<file path="config.mk">
export PLATFORM = sky130hd
export DESIGN_NAME = pl_accessory_port_flat
export DESIGN_NICKNAME = d
export VERILOG_FILES = /design/src/rtl/pl_accessory_port_pkg.sv /design/src/rtl/pl_accessory_port_if.sv /design/src/rtl/pl_accessory_port_fifo.sv /design/src/rtl/pl_accessory_port.sv /design/src/flat_wrapper.sv
export SDC_FILE = /design/constraint.sdc
export NUM_CORES = 1
export LEC_CHECK = 0
export BUFFER_PORTS_ARGS = -buffer_cell sky130_fd_sc_hd__buf_2
export CAP_MARGIN = 20
export CORE_ASPECT_RATIO = 1.1
export CORE_MARGIN = 8
export CORE_UTILIZATION = 50
export DETAILED_ROUTE_END_ITERATION = 6
export GPL_TIMING_DRIVEN = 0
export PLACE_DENSITY_LB_ADDON = 0.3
export SYNTH_ARGS = -nofsm -noshare
export SYNTH_HDL_FRONTEND = slang
export SYNTH_SLANG_ARGS = --single-unit
</file>
<file path="constraint.sdc">
create_clock -name CLOCK -period 2.3 [get_ports CLOCK]
set_input_delay 0.23 -clock CLOCK [delete_from_list [all_inputs] [get_ports CLOCK]]
set_output_delay 0.23 -clock CLOCK [all_outputs]
set_load 0.1 [all_outputs]
</file>
<file path="src/rtl/pl_accessory_port_pkg.sv">
// Shared types and constants for the G-15 PL19/PL20 accessory endpoint.
// Latency: n/a (package only).
// Backpressure: n/a (package only).
package g15_acc_pkg;

    // G-15 word width; bit 0 is the sign bit and travels first on the line.
    localparam int WORD_W   = 29;
    localparam int BITCNT_W = $clog2(WORD_W);

    typedef logic [WORD_W-1:0] acc_word_t;

    // Input-path (host -> CPU) transfer states.
    typedef enum logic [1:0] {
        IDLE       = 2'd0,
        WAIT_WORD  = 2'd1,
        SHIFTING   = 2'd2,
        WAIT_WRITE = 2'd3
    } acc_in_state_e;

endpackage

</file>
<file path="src/rtl/pl_accessory_port_if.sv">
// Host-side word handshakes of the accessory endpoint (output words to the host, input words from it).
// Latency: n/a (wiring only).
// Backpressure: valid/ready on both directions; master = accessory endpoint, slave = host/peripheral model.
interface pl_accessory_port_if;
    import g15_acc_pkg::*;

    acc_word_t out_word;   // head word captured from PL20
    logic      out_valid;
    logic      out_ready;
    acc_word_t in_word;    // next word to serialize onto PL19
    logic      in_valid;
    logic      in_ready;

    modport master (
        output out_word, out_valid, in_ready,
        input  out_ready, in_word, in_valid
    );

    modport slave (
        input  out_word, out_valid, in_ready,
        output out_ready, in_word, in_valid
    );
endinterface

</file>
<file path="src/rtl/pl_accessory_port_fifo.sv">
// Small synchronous word FIFO for the PL20 output path; head is 0 while empty.
// Latency: a push is visible at the head one cycle later.
// Backpressure: push is accepted when not full, or when full and popping in the same cycle.
// Ports: clk, rst_n, push/push_word, pop, full, empty, head.
module acc_word_fifo
    import g15_acc_pkg::*;
#(
    parameter int DEPTH = 4
) (
    input  logic      clk,
    input  logic      rst_n,
    input  logic      push,
    input  acc_word_t push_word,
    input  logic      pop,
    output logic      full,
    output logic      empty,
    output acc_word_t head
);
    localparam int AW = $clog2(DEPTH);

    acc_word_t     mem [DEPTH];
    logic [AW-1:0] wr_ptr;
    logic [AW-1:0] rd_ptr;
    logic [AW:0]   count;
    logic          do_push;
    logic          do_pop;

    assign empty   = (count == '0);
    assign full    = (count == (AW+1)'(DEPTH));
    assign do_pop  = pop && !empty;
    // A pop frees the slot this cycle, so a push on a full FIFO still lands.
    assign do_push = push && (!full || do_pop);
    assign head    = empty ? '0 : mem[rd_ptr];

    always_ff @(posedge clk or negedge rst_n) begin
        if (!rst_n) begin
            wr_ptr <= '0;
            rd_ptr <= '0;
            count  <= '0;
        end else begin
            if (do_push) wr_ptr <= wr_ptr + 1'b1;
            if (do_pop)  rd_ptr <= rd_ptr + 1'b1;
            if (do_push && !do_pop)      count <= count + 1'b1;
            else if (do_pop && !do_push) count <= count - 1'b1;
        end
    end

    // Storage needs no reset: the head is masked while empty.
    always_ff @(posedge clk) begin
        if (do_push) mem[wr_ptr] <= push_word;
    end
endmodule

</file>
<file path="src/rtl/pl_accessory_port.sv">
// G-15 accessory endpoint: deserializes PL20 words to the host, serializes host words onto PL19.
// Latency: 29th PL20 shift -> out_valid next cycle; in handshake -> PL19_READY_IN/bit0 next cycle.
// Backpressure: PL20_READY_OUT = output store not full (words arriving when full are dropped, ovf_err); in_ready only in WAIT_WORD.
// Ports: CLOCK, rst_n, PL20_* (CPU output), PL19_* (CPU input), host (word handshakes), ovf_err.
// Option: G15_ACC_OUT_FIFO_EN selects a FIFO_DEPTH-entry output FIFO; otherwise a single holding register.
module pl_accessory_port
    import g15_acc_pkg::*;
#(
    parameter int FIFO_DEPTH = 4
) (
    input  logic CLOCK,
    input  logic rst_n,
    input  logic PL20_OUTPUT,
    input  logic PL20_OUTPUT_SHIFT,
    output logic PL20_READY_OUT,
    input  logic PL19_START_INPUT,
    input  logic PL19_STOP_INPUT,
    input  logic PL19_SHIFT_CMD,
    input  logic PL19_SHIFT_CMD_M20,
    input  logic PL19_WRITE_PULSE,
    output logic PL19_INPUT,
    output logic PL19_READY_IN,
    pl_accessory_port_if.master host,
    output logic ovf_err
);
    if (FIFO_DEPTH < 2 || (FIFO_DEPTH & (FIFO_DEPTH - 1)) != 0) begin : g_bad_depth
        $error("FIFO_DEPTH must be a power of two >= 2");
    end

    // ---------------- Output path (CPU -> host) ----------------
    // Only WORD_W-1 bits are held; the final bit joins straight from the pin.
    logic [WORD_W-2:0]   out_sreg;
    logic [BITCNT_W-1:0] out_cnt;
    logic                word_done;
    acc_word_t           word_asm;
    logic                pop;
    logic                full;

    assign word_done = PL20_OUTPUT_SHIFT && (out_cnt == BITCNT_W'(WORD_W - 1));
    assign word_asm  = {PL20_OUTPUT, out_sreg};
    assign pop       = host.out_valid && host.out_ready;

    always_ff @(posedge CLOCK or negedge rst_n) begin
        if (!rst_n) begin
            out_sreg <= '0;
            out_cnt  <= '0;
            ovf_err  <= 1'b0;
        end else begin
            if (PL20_OUTPUT_SHIFT) begin
                out_sreg <= {PL20_OUTPUT, out_sreg[WORD_W-2:1]};
                out_cnt  <= word_done ? '0 : out_cnt + 1'b1;
            end
            if (word_done && full && !pop) ovf_err <= 1'b1;
        end
    end

`ifdef G15_ACC_OUT_FIFO_EN
    logic      empty;
    acc_word_t fifo_head;

    acc_word_fifo #(.DEPTH(FIFO_DEPTH)) u_fifo (
        .clk       (CLOCK),
        .rst_n     (rst_n),
        .push      (word_done),
        .push_word (word_asm),
        .pop       (pop),
        .full      (full),
        .empty     (empty),
        .head      (fifo_head)
    );

    assign host.out_word  = fifo_head;
    assign host.out_valid = !empty;
`else
    acc_word_t hold_word;
    logic      hold_vld;

    always_ff @(posedge CLOCK or negedge rst_n) begin
        if (!rst_n) begin
            hold_word <= '0;
            hold_vld  <= 1'b0;
        end else if (word_done && (!hold_vld || pop)) begin
            hold_word <= word_asm;
            hold_vld  <= 1'b1;
        end else if (pop) begin
            hold_vld  <= 1'b0;
        end
    end

    assign full           = hold_vld;
    assign host.out_word  = hold_word;
    assign host.out_valid = hold_vld;
`endif

    assign PL20_READY_OUT = !full;

    // ---------------- Input path (host -> CPU) ----------------
    acc_in_state_e       state;
    acc_in_state_e       state_nxt;
    acc_word_t           in_sreg;
    logic [BITCNT_W-1:0] in_cnt;
    logic                in_shift;
    logic                in_rdy;

    assign in_shift      = PL19_SHIFT_CMD || PL19_SHIFT_CMD_M20;
    assign host.in_ready = in_rdy;

    always_ff @(posedge CLOCK or negedge rst_n) begin
        if (!rst_n) state <= IDLE;
        else        state <= state_nxt;
    end

    // Outputs depend on state and registered data only, never on the strobes.
    always_comb begin
        state_nxt     = state;
        in_rdy        = 1'b0;
        PL19_READY_IN = 1'b0;
        PL19_INPUT    = 1'b0;
        case (state)
            WAIT_WORD: in_rdy = 1'b1;
            SHIFTING: begin
                PL19_READY_IN = 1'b1;
                PL19_INPUT    = in_sreg[0];
            end
            default: ;
        endcase
        // STOP outranks every other strobe in the same cycle.
        if (PL19_STOP_INPUT) begin
            state_nxt = IDLE;
        end else begin
            case (state)
                IDLE:       if (PL19_START_INPUT) state_nxt = WAIT_WORD;
                WAIT_WORD:  if (host.in_valid)    state_nxt = SHIFTING;
                SHIFTING:   if (in_shift && in_cnt == BITCNT_W'(WORD_W - 1)) state_nxt = WAIT_WRITE;
                WAIT_WRITE: if (PL19_WRITE_PULSE) state_nxt = WAIT_WORD;
                default:    state_nxt = IDLE;
            endcase
        end
    end

    always_ff @(posedge CLOCK or negedge rst_n) begin
        if (!rst_n) begin
            in_sreg <= '0;
            in_cnt  <= '0;
        end else if (PL19_STOP_INPUT) begin
            in_cnt  <= '0;
        end else if (state == WAIT_WORD && host.in_valid) begin
            in_sreg <= host.in_word;
            in_cnt  <= '0;
        end else if (state == SHIFTING && in_shift) begin
            in_sreg <= in_sreg >> 1;
            in_cnt  <= in_cnt + 1'b1;
        end
    end
endmodule

</file>
<file path="src/flat_wrapper.sv">
// flat-port wrapper written by rule: the top's interface ports become plain ports
module pl_accessory_port_flat import g15_acc_pkg::*;
#(
    parameter int FIFO_DEPTH = 4
)
  (CLOCK, rst_n, PL20_OUTPUT, PL20_OUTPUT_SHIFT, PL20_READY_OUT, PL19_START_INPUT, PL19_STOP_INPUT, PL19_SHIFT_CMD, PL19_SHIFT_CMD_M20, PL19_WRITE_PULSE, PL19_INPUT, PL19_READY_IN, ovf_err, host_out_word, host_out_valid, host_in_ready, host_out_ready, host_in_word, host_in_valid);
  pl_accessory_port_if host_i ();
  input  logic CLOCK;
  input  logic rst_n;
  input  logic PL20_OUTPUT;
  input  logic PL20_OUTPUT_SHIFT;
  output logic PL20_READY_OUT;
  input  logic PL19_START_INPUT;
  input  logic PL19_STOP_INPUT;
  input  logic PL19_SHIFT_CMD;
  input  logic PL19_SHIFT_CMD_M20;
  input  logic PL19_WRITE_PULSE;
  output logic PL19_INPUT;
  output logic PL19_READY_IN;
  output logic ovf_err;
  output wire logic [$bits(host_i.out_word)-1:0] host_out_word;
  output wire logic [$bits(host_i.out_valid)-1:0] host_out_valid;
  output wire logic [$bits(host_i.in_ready)-1:0] host_in_ready;
  input wire logic [$bits(host_i.out_ready)-1:0] host_out_ready;
  input wire logic [$bits(host_i.in_word)-1:0] host_in_word;
  input wire logic [$bits(host_i.in_valid)-1:0] host_in_valid;
  assign host_out_word = host_i.out_word;
  assign host_out_valid = host_i.out_valid;
  assign host_in_ready = host_i.in_ready;
  assign host_i.out_ready = host_out_ready;
  assign host_i.in_word = host_in_word;
  assign host_i.in_valid = host_in_valid;
  pl_accessory_port #(.FIFO_DEPTH(FIFO_DEPTH)) u_core (.CLOCK(CLOCK), .rst_n(rst_n), .PL20_OUTPUT(PL20_OUTPUT), .PL20_OUTPUT_SHIFT(PL20_OUTPUT_SHIFT), .PL20_READY_OUT(PL20_READY_OUT), .PL19_START_INPUT(PL19_START_INPUT), .PL19_STOP_INPUT(PL19_STOP_INPUT), .PL19_SHIFT_CMD(PL19_SHIFT_CMD), .PL19_SHIFT_CMD_M20(PL19_SHIFT_CMD_M20), .PL19_WRITE_PULSE(PL19_WRITE_PULSE), .PL19_INPUT(PL19_INPUT), .PL19_READY_IN(PL19_READY_IN), .host(host_i), .ovf_err(ovf_err));
endmodule
</file>
### Word-level counts from Yosys, hierarchy flattened

Index checks and enable logic that the tools add are counted.

| cells by class | value |
|---|---|
| equality and inequality tests | 9 |
| bitwise gates (word level) | 1 |
| reductions and logical operators | 18 |
| mux-type cells | 17 |
| add/sub/neg operators | 2 |

Operator list:

| cell | count |
|---|---|
| $mux W29 | 2 |
| $mux W5 | 4 |
| $add A5 B1 Y5 const B | 2 |
| $eq A5 B5 Y1 const B | 2 |
| $mux W2 | 5 |
| $ne A3 B3 Y1 const B | 3 |
| $logic_and A1 B1 Y1 | 8 |
| $pmux W2 S4 | 1 |
| $mux W1 | 5 |
| $eq A2 B2 Y1 const B | 2 |
| $reduce_and A4 Y1 | 1 |
| $reduce_bool A2 Y1 | 2 |
| $ne A3 B2 Y1 const B | 1 |
| $reduce_bool A3 Y1 | 1 |
| $eq A2 B1 Y1 const B | 1 |
| $logic_not A1 Y1 | 2 |
| $logic_not A2 Y1 | 1 |
| $logic_or A1 B1 Y1 | 2 |
| $reduce_and A2 Y1 | 1 |
| $not A1 Y1 | 1 |

| storage, ports and cells | value |
|---|---|
| bits of input ports | 40 |
| output and inout bits | 35 |
| flip-flop bits (word level) | 100 |

### Depth between registers and ports, before layout

Gate-level depths: netlist of run 1.

| logic depth | value |
|---|---|
| depth after elaboration | 5 |
| depth in mapped cells | 8 |
| mapped depth without buffers | 6 |

### Worst setup path after synthesis of run 1

No wires, ideal clock.

| timing path | value |
|---|---|
| path kind | register to register |
| start point | register u_core.hold_vld (netlist: u_core.host.out_valid) |
| end point | register u_core.hold_word[18] (netlist: u_core.host.out_word[18]) |
| buffers on the path | 2 |
| cell stages (with the launch flop) | 7 |
| path slack | -0.359 ns |
| arrival time | 2.533 ns |
| path through | dfrtp_1 > inv_1 > nor2_1 > nor2_2 > buf_6 > buf_12 > mux2_4 |

| on the way | value |
|---|---|
| longest elaborated chain between the ends | 3 |
| elaborated cells between the ends (all ways) | 4 |

Ends and longest elaborated chain:

| what | RTL line | source |
|---|---|---|
| start: declaration | pl_accessory_port.sv:76 | `logic hold_vld;` |
| start signal: assignment | pl_accessory_port.sv:81 | `hold_vld <= 1'b0;` |
| start signal: assignment | pl_accessory_port.sv:84 | `hold_vld <= 1'b1;` |
| start signal: assignment | pl_accessory_port.sv:86 | `hold_vld <= 1'b0;` |
| $logic_not A1 Y1 | n/a |  |
| net PL20_READY_OUT | flat_wrapper.sv:12 | `output logic PL20_READY_OUT;` |
| $logic_or A1 B1 Y1 | pl_accessory_port.sv:82 | `end else if (word_done && (!hold_vld \|\| pop)) begin` |
| $logic_and A1 B1 Y1 | pl_accessory_port.sv:82 |  |
| end signal: assignment | pl_accessory_port.sv:83 | `hold_word <= word_asm;` |
| end: declaration | pl_accessory_port.sv:75 | `acc_word_t hold_word;` |

The timed path passes the listed nets, and every way through them passes these cells.
A chain may end at the register's enable or synchronous reset.

### Final worst setup path of run 1

| timing path | value |
|---|---|
| start point | register u_core.state[0] |
| end point | register u_core.in_sreg[7] |

| on the way | value |
|---|---|
| longest elaborated chain between the ends | 4 |
| elaborated cells between the ends (all ways) | 7 |

Ends and longest elaborated chain:

| what | RTL line | source |
|---|---|---|
| start: declaration | pl_accessory_port.sv:98 | `acc_in_state_e state;` |
| start signal: assignment | pl_accessory_port.sv:110 | `else state <= state_nxt;` |
| $eq A2 B2 Y1 / $eq A2 B1 Y1 (equally long branches) | pl_accessory_port.sv:150, pl_accessory_port.sv:147 |  |
| $logic_and A1 B1 Y1, on equally long branches | pl_accessory_port.sv:150, pl_accessory_port.sv:147 |  |
| $reduce_bool A2 Y1 (no line) | n/a |  |
| $reduce_and A2 Y1 (no line) | n/a |  |
| end signal: assignment | pl_accessory_port.sv:148 | `in_sreg <= host.in_word;` |
| end signal: assignment | pl_accessory_port.sv:151 | `in_sreg <= in_sreg >> 1;` |
| end: declaration | pl_accessory_port.sv:100 | `acc_word_t in_sreg;` |

Parallel ways exist; a longest one is shown, timed or not.

==> out/metrics.yaml, run 1 <==
outcome: "finished clean"
ys_warn_count: 0
clockPowerShare: 0.149
synthTopCellsByArea: "dfrtp_1, mux2_2, nand2_1"
antenna_found_initial: 0
post_cts_resized: 0
ys_ff_latch: 100
fin_crit_sh: 0.8571
portBuffers: 73
clock.fmax_mhz: 507.3
cts_sinks: 100
vias_per_cell: 5.087
yosysTopAreaCell: "dfrtp_1"
cts_tree: "yes"
synthArstFlopShare: 1.000
cts_buffers: 9
clkLatencyLatePin_ns: 0.35
yosysUniqueCellTypes: 35
rr_startpoint: "u_core.state[0]"
stdcell_count: 565
hold_slack_ns: 0.05934
rr_worst_depth: 7
cts_max_level: 3
dp.cells: 548
grt_pass1_wl_mm: 14.06
io-pin-count: 75
drive_gt1_frac: 0.3568
share_comb_of_total_power: 0.432
grt_max_degree: 59
reg2reg_to: "u_core.in_sreg[7]"
post_cts_buffers: 0
diodes: 0
drt_iter0_markers: 68
startpoint: "u_core.state[0]"
setup_viol: 0
yosysMostFrequentCell: "dfrtp_1"
drt-total-wl_mm: 7.920
p_int_w: 0.003674
crit_type: "reg -> reg"
dieWidth_um: 104.1
hold_viol: 0
fillers: 690
rsz0062_at_grt: "false"
synth_top_cell_area_share: 0.5865
start_kind: "flip-flop"
swShare: 0.4592
grt_pass1_vias: 3089
fin_nets: 497
first_pass_iters: 7
endpoint_kind: "flip-flop"
tightest_slew_ns: 0.5630
vias: 2874
cp.required_ns: 2.57
reg2reg_slack_ns: 0.33
core_sq_mm: 0.008320
area_growth_pct: 17.18
seq_area_frac_synth: 0.5865
die_h_um: 112.9
place_congestion: 0.7316
wl_met3_um: 414
wl_met2_mm: 3.726
start_util: 0.5128
synth_common_cells: "dfrtp_1, nand2_1, mux2_2"
drc_errors: 0
track_usage: 0.1426
top_layer: "met4"
syn_nets: 411
hpwl_mm: 5.830
drt-met1-wl_mm: 3.667
avgRoutedWirePerCell_um: 14.02
synth_edf_count: 0
syn-cell-area_sq_mm: 0.004267
clockRootBuffer: "clkbuf_8"
syn_avg_cell_area_sq_um: 11.75
cp-endpoint: "u_core.in_sreg[7]"
power_w: 0.006794
tns_ns: 0
clockBufferDepth: 2
grt_overflow_total: 0
maxCapViolations: 0
ant_nets: 0
power_frac_seq: 0.419
switching_power_w: 0.003120
path_clk_slew_ns: 0.10
die_area_sq_mm: 0.01175
max-vdd-ir-drop_uv: 541.9
clock_skew_ns: 0.01413
holdCritPathClass: "in -> reg"
period_needed_ns: 1.971
relSlewSlack: 0.6247
arrival_ns: 2.24
cellLeakagePower_nw: 2.471
drv_slew: 0
ys.flop_type: "dfrtp_1"
path_max_fanout: 10
synth_cells: 363
row_count: 35
power_density_mw_per_mm2: 1359
## kinds of logic (layout without fill, tap and decap cells)
logic type | after synthesis | in the layout | synth area share
simple gates | 117 | 117 | 0.1138
flops | 100 | 100 | 0.5865
mux | 61 | 61 | 0.1689
compound gates | 39 | 39 | 0.05777
buf+inv | 32 | 123 | 0.03724
fa+ha+maj | 8 | 8 | 0.02346
xor+xnor | 6 | 6 | 0.01232
## metal layers
metal | vias to the layer above | global-route usage
met1 | 1372 | 0.1787
met5 | - | 0
met4 | 0 | 0.06087
met3 | 11 | 0.03354
met2 | 82 | 0.2320
li1 | 1409 | -
## placed cells by master (no fill, tap or decap), types with 2 or more instances in the layout
master	instances
mux2_2	47
clkinvlp_4	3
nand2b_1	2
a31oi_1	28
nand2_1	62
mux2i_1	3
o21ai_0	5
xor2_1	3
buf_2	75
and2_1	2
clkbuf_8	9
nor3_1	5
nand3_1	2
inv_1	10
clkbuf_1	14
mux2_4	10
ha_1	6
buf_4	4
ha_2	2
nor2_1	37
xnor2_1	3
dfrtp_1	99
## how the worst min path moves through the flow
stage / startpoint / endpoint / slack [ns] / depth (start not counted)
2_1_floorplan: rst_n / u_core.host.out_word[0] / -0.07 / 0
3_3_place_gp: host_out_ready / u_core.host.out_valid / 0.42 / 2
3_5_place_dp: rst_n / u_core.host.out_word[23] / 0.26 / 1
4_1_cts: host_out_ready / u_core.host.out_valid / 0.04 / 2
5_1_grt: host_out_ready / u_core.host.out_valid / 0.07 / 2
6_report: host_out_ready / u_core.host.out_valid / 0.06 / 2
## timing repair
action	in CTS	in global routing
hold buffers	1	0
endpoints found under the setup margin	0	0
hold endpoints to repair	42	0
## layout make-up
type                    instances  area [sq um]  area share
plain buffers                  21         117.6     0.02352
inverters                      11         45.04    0.009009
multi-input cells             231          1610      0.3221
flip-flops and latches        100          2506      0.5013
clock buffers                  10         127.6     0.02553
clock inverters                 6         48.80    0.009760
repair buffers                 75         405.4     0.08108
well taps                     111         138.9     0.02778
## sequential cells by signal, summed over array words and instances, names as in the netlist
name                   count
u_core.state               2
u_core.host.out_word      29
u_core.out_sreg           28
u_core.in_cnt              5
u_core.ovf_err             1
u_core.host.out_valid      1
u_core.out_cnt             5
u_core.in_sreg            29
## power groups by stage
stage               clock, W  combinational (W)  sequential (W)
floorplan                  0            0.00121         0.00404
global placement           0            0.00290         0.00285
detailed placement         0            0.00297         0.00288
CTS                  0.00106            0.00297         0.00285
global route         0.00111            0.00316         0.00295
finish               0.00101            0.00294         0.00285
## worst max-delay path, stage by stage, from the launching register on
cell	delay, ns
dfrtp_1	0.41
inv_1	0.12
ha_2	0.24
o21ai_1	0.16
a21oi_1	0.30
clkbuf_1	0.42
nor2_1	0.07
a31oi_1	0.16
## metrics by stage
step	util	worst slack [ns]	cell area, sq um
after floorplan	-	0.1141	4279
after global placement	0.5749	-0.3373	4783
after detailed placement	0.5785	0.3418	4813
after CTS	0.6009	0.3240	5000
after global routing	0.6009	0.1540	5000
final	0.6009	0.3286	5000
(Power assumes the default switching activity.)
==> inputs of run 2 (changes only) <==
==> constraint.sdc (replaced) <==
create_clock -name CLOCK -period 2.3 [get_ports CLOCK]
set_input_delay 0.23 -clock CLOCK [delete_from_list [all_inputs] [get_ports CLOCK]]
set_output_delay 0.23 -clock CLOCK [all_outputs]
set_load 0.005 [all_outputs]
==> run 2 against run 1 <==
  * First-iteration DRC count fell by 1.5%
  * Non-clock buffer count unchanged
  * Cell area up 0.55%
  * Critical path type unchanged
  * Largest power group is now sequential cells
  * Highest routed layer unchanged
==> out/metrics.yaml, run 2 (synthesis results as in run 1) <==
rr_worst_depth: 7  # unchanged
hold_viol: 0  # unchanged
grt_max_degree: 54  # was 59
clkLatencyLatePin_ns: 0.36  # was 0.35 ns
grt_busiest_layer: "met2"  # unchanged
fin_crit_sh: 0.8627  # was 0.8571
area_growth_pct: 17.83  # was 17.18%
clockBufferDepth: 2  # unchanged
period_needed_ns: 1.984  # was 1.971 ns
cts_buffers: 9  # unchanged
cpPeakStageDelay_ns: 0.41  # was 0.42 ns
hpwl_mm: 5.873  # was 5.830 mm
row_count: 35  # unchanged
setup_viol: 0  # unchanged
met2_usage: 0.2256  # was 0.2320
drc_errors: 0  # unchanged
stdcell_count: 565  # unchanged
avgRoutedWirePerCell_um: 14.14  # was 14.02 um
rsz0062_at_grt: "false"  # unchanged
path_clk_slew_ns: 0.11  # was 0.10 ns
crit_chain: "inv_1 -> ha_1 -> o21ai_1 -> a21oi_1 -> clkbuf_1 -> nor2_1 -> a31oi_1"  # was inv_1 -> ha_2 -> o21ai_1 -> a21oi_1 -> clkbuf_1 -> nor2_1 -> a31oi_1
final_common_cell: "dfrtp_1"  # unchanged
power_w: 0.005564  # was 0.006794 W
track_usage: 0.1413  # was 0.1426
grt_pass1_vias: 2951  # was 3089
grt_pass1_wl_mm: 13.82  # was 14.06 mm
whs_endpoint: "u_core.host.out_valid"  # unchanged
ant_nets: 0  # unchanged
vias_per_cell: 5.133  # was 5.087
io-pin-count: 75  # unchanged
die_h_um: 112.9  # unchanged
whs_path_depth: 2  # unchanged
crit_type: "reg -> reg"  # unchanged
start_util: 0.5128  # unchanged
mostFrequentLayoutCells: "dfrtp_1, buf_2, nand2_1, mux2_2, nor2_1"  # unchanged
place_area_sq_mm: 0.004801  # was 0.004813 sq mm
vias: 2900  # was 2874
power_density_mw_per_mm2: 1107  # was 1359 mW/mm^2
path_max_fanout: 10  # unchanged
drt-total-wl_mm: 7.991  # was 7.920 mm
crit_path_top_delay_cell: "dfrtp_1"  # was clkbuf_1
startpoint: "u_core.state[0]"  # unchanged
diodes: 0  # unchanged
place_congestion: 0.7181  # was 0.7316
portBuffers: 73  # unchanged
drv_slew: 0  # unchanged
start_kind: "flip-flop"  # unchanged
max-vdd-ir-drop_uv: 442.9  # was 541.9 uV
grt.met1_usage: 0.1756  # was 0.1787
endpoint_kind: "flip-flop"  # unchanged
cts_max_level: 3  # unchanged
holdCritPathClass: "in -> reg"  # unchanged
path_buf_inv: 2  # unchanged
drt_iter0_markers: 67  # was 68
rr_startpoint: "u_core.state[0]"  # unchanged
clock_skew_ns: 0.01200  # was 0.01413 ns
dieWidth_um: 104.1  # unchanged
tightest_slew_ns: 0.6150  # was 0.5630 ns
stdcell_area_sq_mm: 0.005027  # was 0.005000 sq mm
reg2reg_to: "u_core.in_sreg[15]"  # was u_core.in_sreg[7]
clock.fmax_mhz: 504.0  # was 507.3 MHz
cts_sinks: 100  # unchanged
core_sq_mm: 0.008320  # unchanged
fin_nets: 497  # unchanged
hold_slack_ns: 0.05527  # was 0.05934 ns
outcome: "finished clean"  # unchanged
die_area_sq_mm: 0.01175  # unchanged
maxCapViolations: 0  # unchanged
grtUsageMet3: 0.04264  # was 0.03354
post_cts_buffers: 0  # unchanged
clockRootBuffer: "clkbuf_8"  # unchanged
arrival_ns: 2.26  # was 2.24 ns
crit_family: "compound AO/OA/AOI/OAI gates"  # unchanged
final_core_util: 0.6042  # was 0.6009
drive_gt1_frac: 0.3502  # was 0.3568
reg2reg_slack_ns: 0.32  # was 0.33 ns
relSlewSlack: 0.5900  # was 0.6247
antenna_found_initial: 0  # unchanged
dp.cells: 548  # unchanged
cts_tree: "yes"  # unchanged
hp-start: "host_out_ready"  # unchanged
grt_overflow_total: 0  # unchanged
first_pass_iters: 4  # was 7
cellLeakagePower_nw: 2.502  # was 2.471 nW
cp.required_ns: 2.58  # was 2.57 ns
run 2: worst max path at each step:
stage,to,slack [ns],cells after the start
floorplan,u_core.state[0],0.58,6
global placement,u_core.in_sreg[18],-0.02,1
detailed placement,u_core.in_sreg[15],0.30,7
CTS,u_core.in_sreg[8],0.28,7
global route,u_core.in_sreg[7],0.11,7
finish,u_core.in_sreg[15],0.32,7
run 2: power by group:
part           total, W  switching [W]  internal, W
sequential      0.00284       0.000409      0.00243
combinational   0.00154       0.000706     0.000832
clock           0.00119       0.000633     0.000554
total           0.00556        0.00175      0.00382
run 2: cell type report:
class / instances / area, sq um
multi-input cells: 231 / 1605
clock inverters: 6 / 78.83
inverters: 11 / 41.29
clock buffers: 10 / 137.6
well taps: 111 / 138.9
fillers: 680 / 3293
flip-flops and latches: 100 / 2502
repair buffers: 75 / 405.4
plain buffers: 21 / 117.6
run 2: metal layers:
layer  share of wire  up-vias
met5               0        -
met4           0.016        0
met3           0.063       13
met2            0.48       77
met1            0.45     1412
li1                -     1398
run 2: per-stage QoR:
step | setup WS [ns] | TNS, ns
finish | 0.3157 | 0
global placement | -0.02063 | -1.409
detailed placement | 0.3034 | 0
CTS | 0.2754 | 0
global route | 0.1118 | 0
floorplan | 0.5826 | 0
run 2: worst register-to-register path, stage by stage, from the launching register on:
cell and delay [ns]:
dfrtp_1 0.41, inv_1 0.11, ha_1 0.26, o21ai_1 0.19, a21oi_1 0.30, clkbuf_1 0.40, nor2_1 0.08, a31oi_1 0.16
run 2: timing repair:
| action | in CTS | in global routing |
|---|---|---|
| endpoints found under the hold margin | 47 | 0 |
| gates resized for setup | 0 | 0 |
| hold buffers | 1 | 0 |
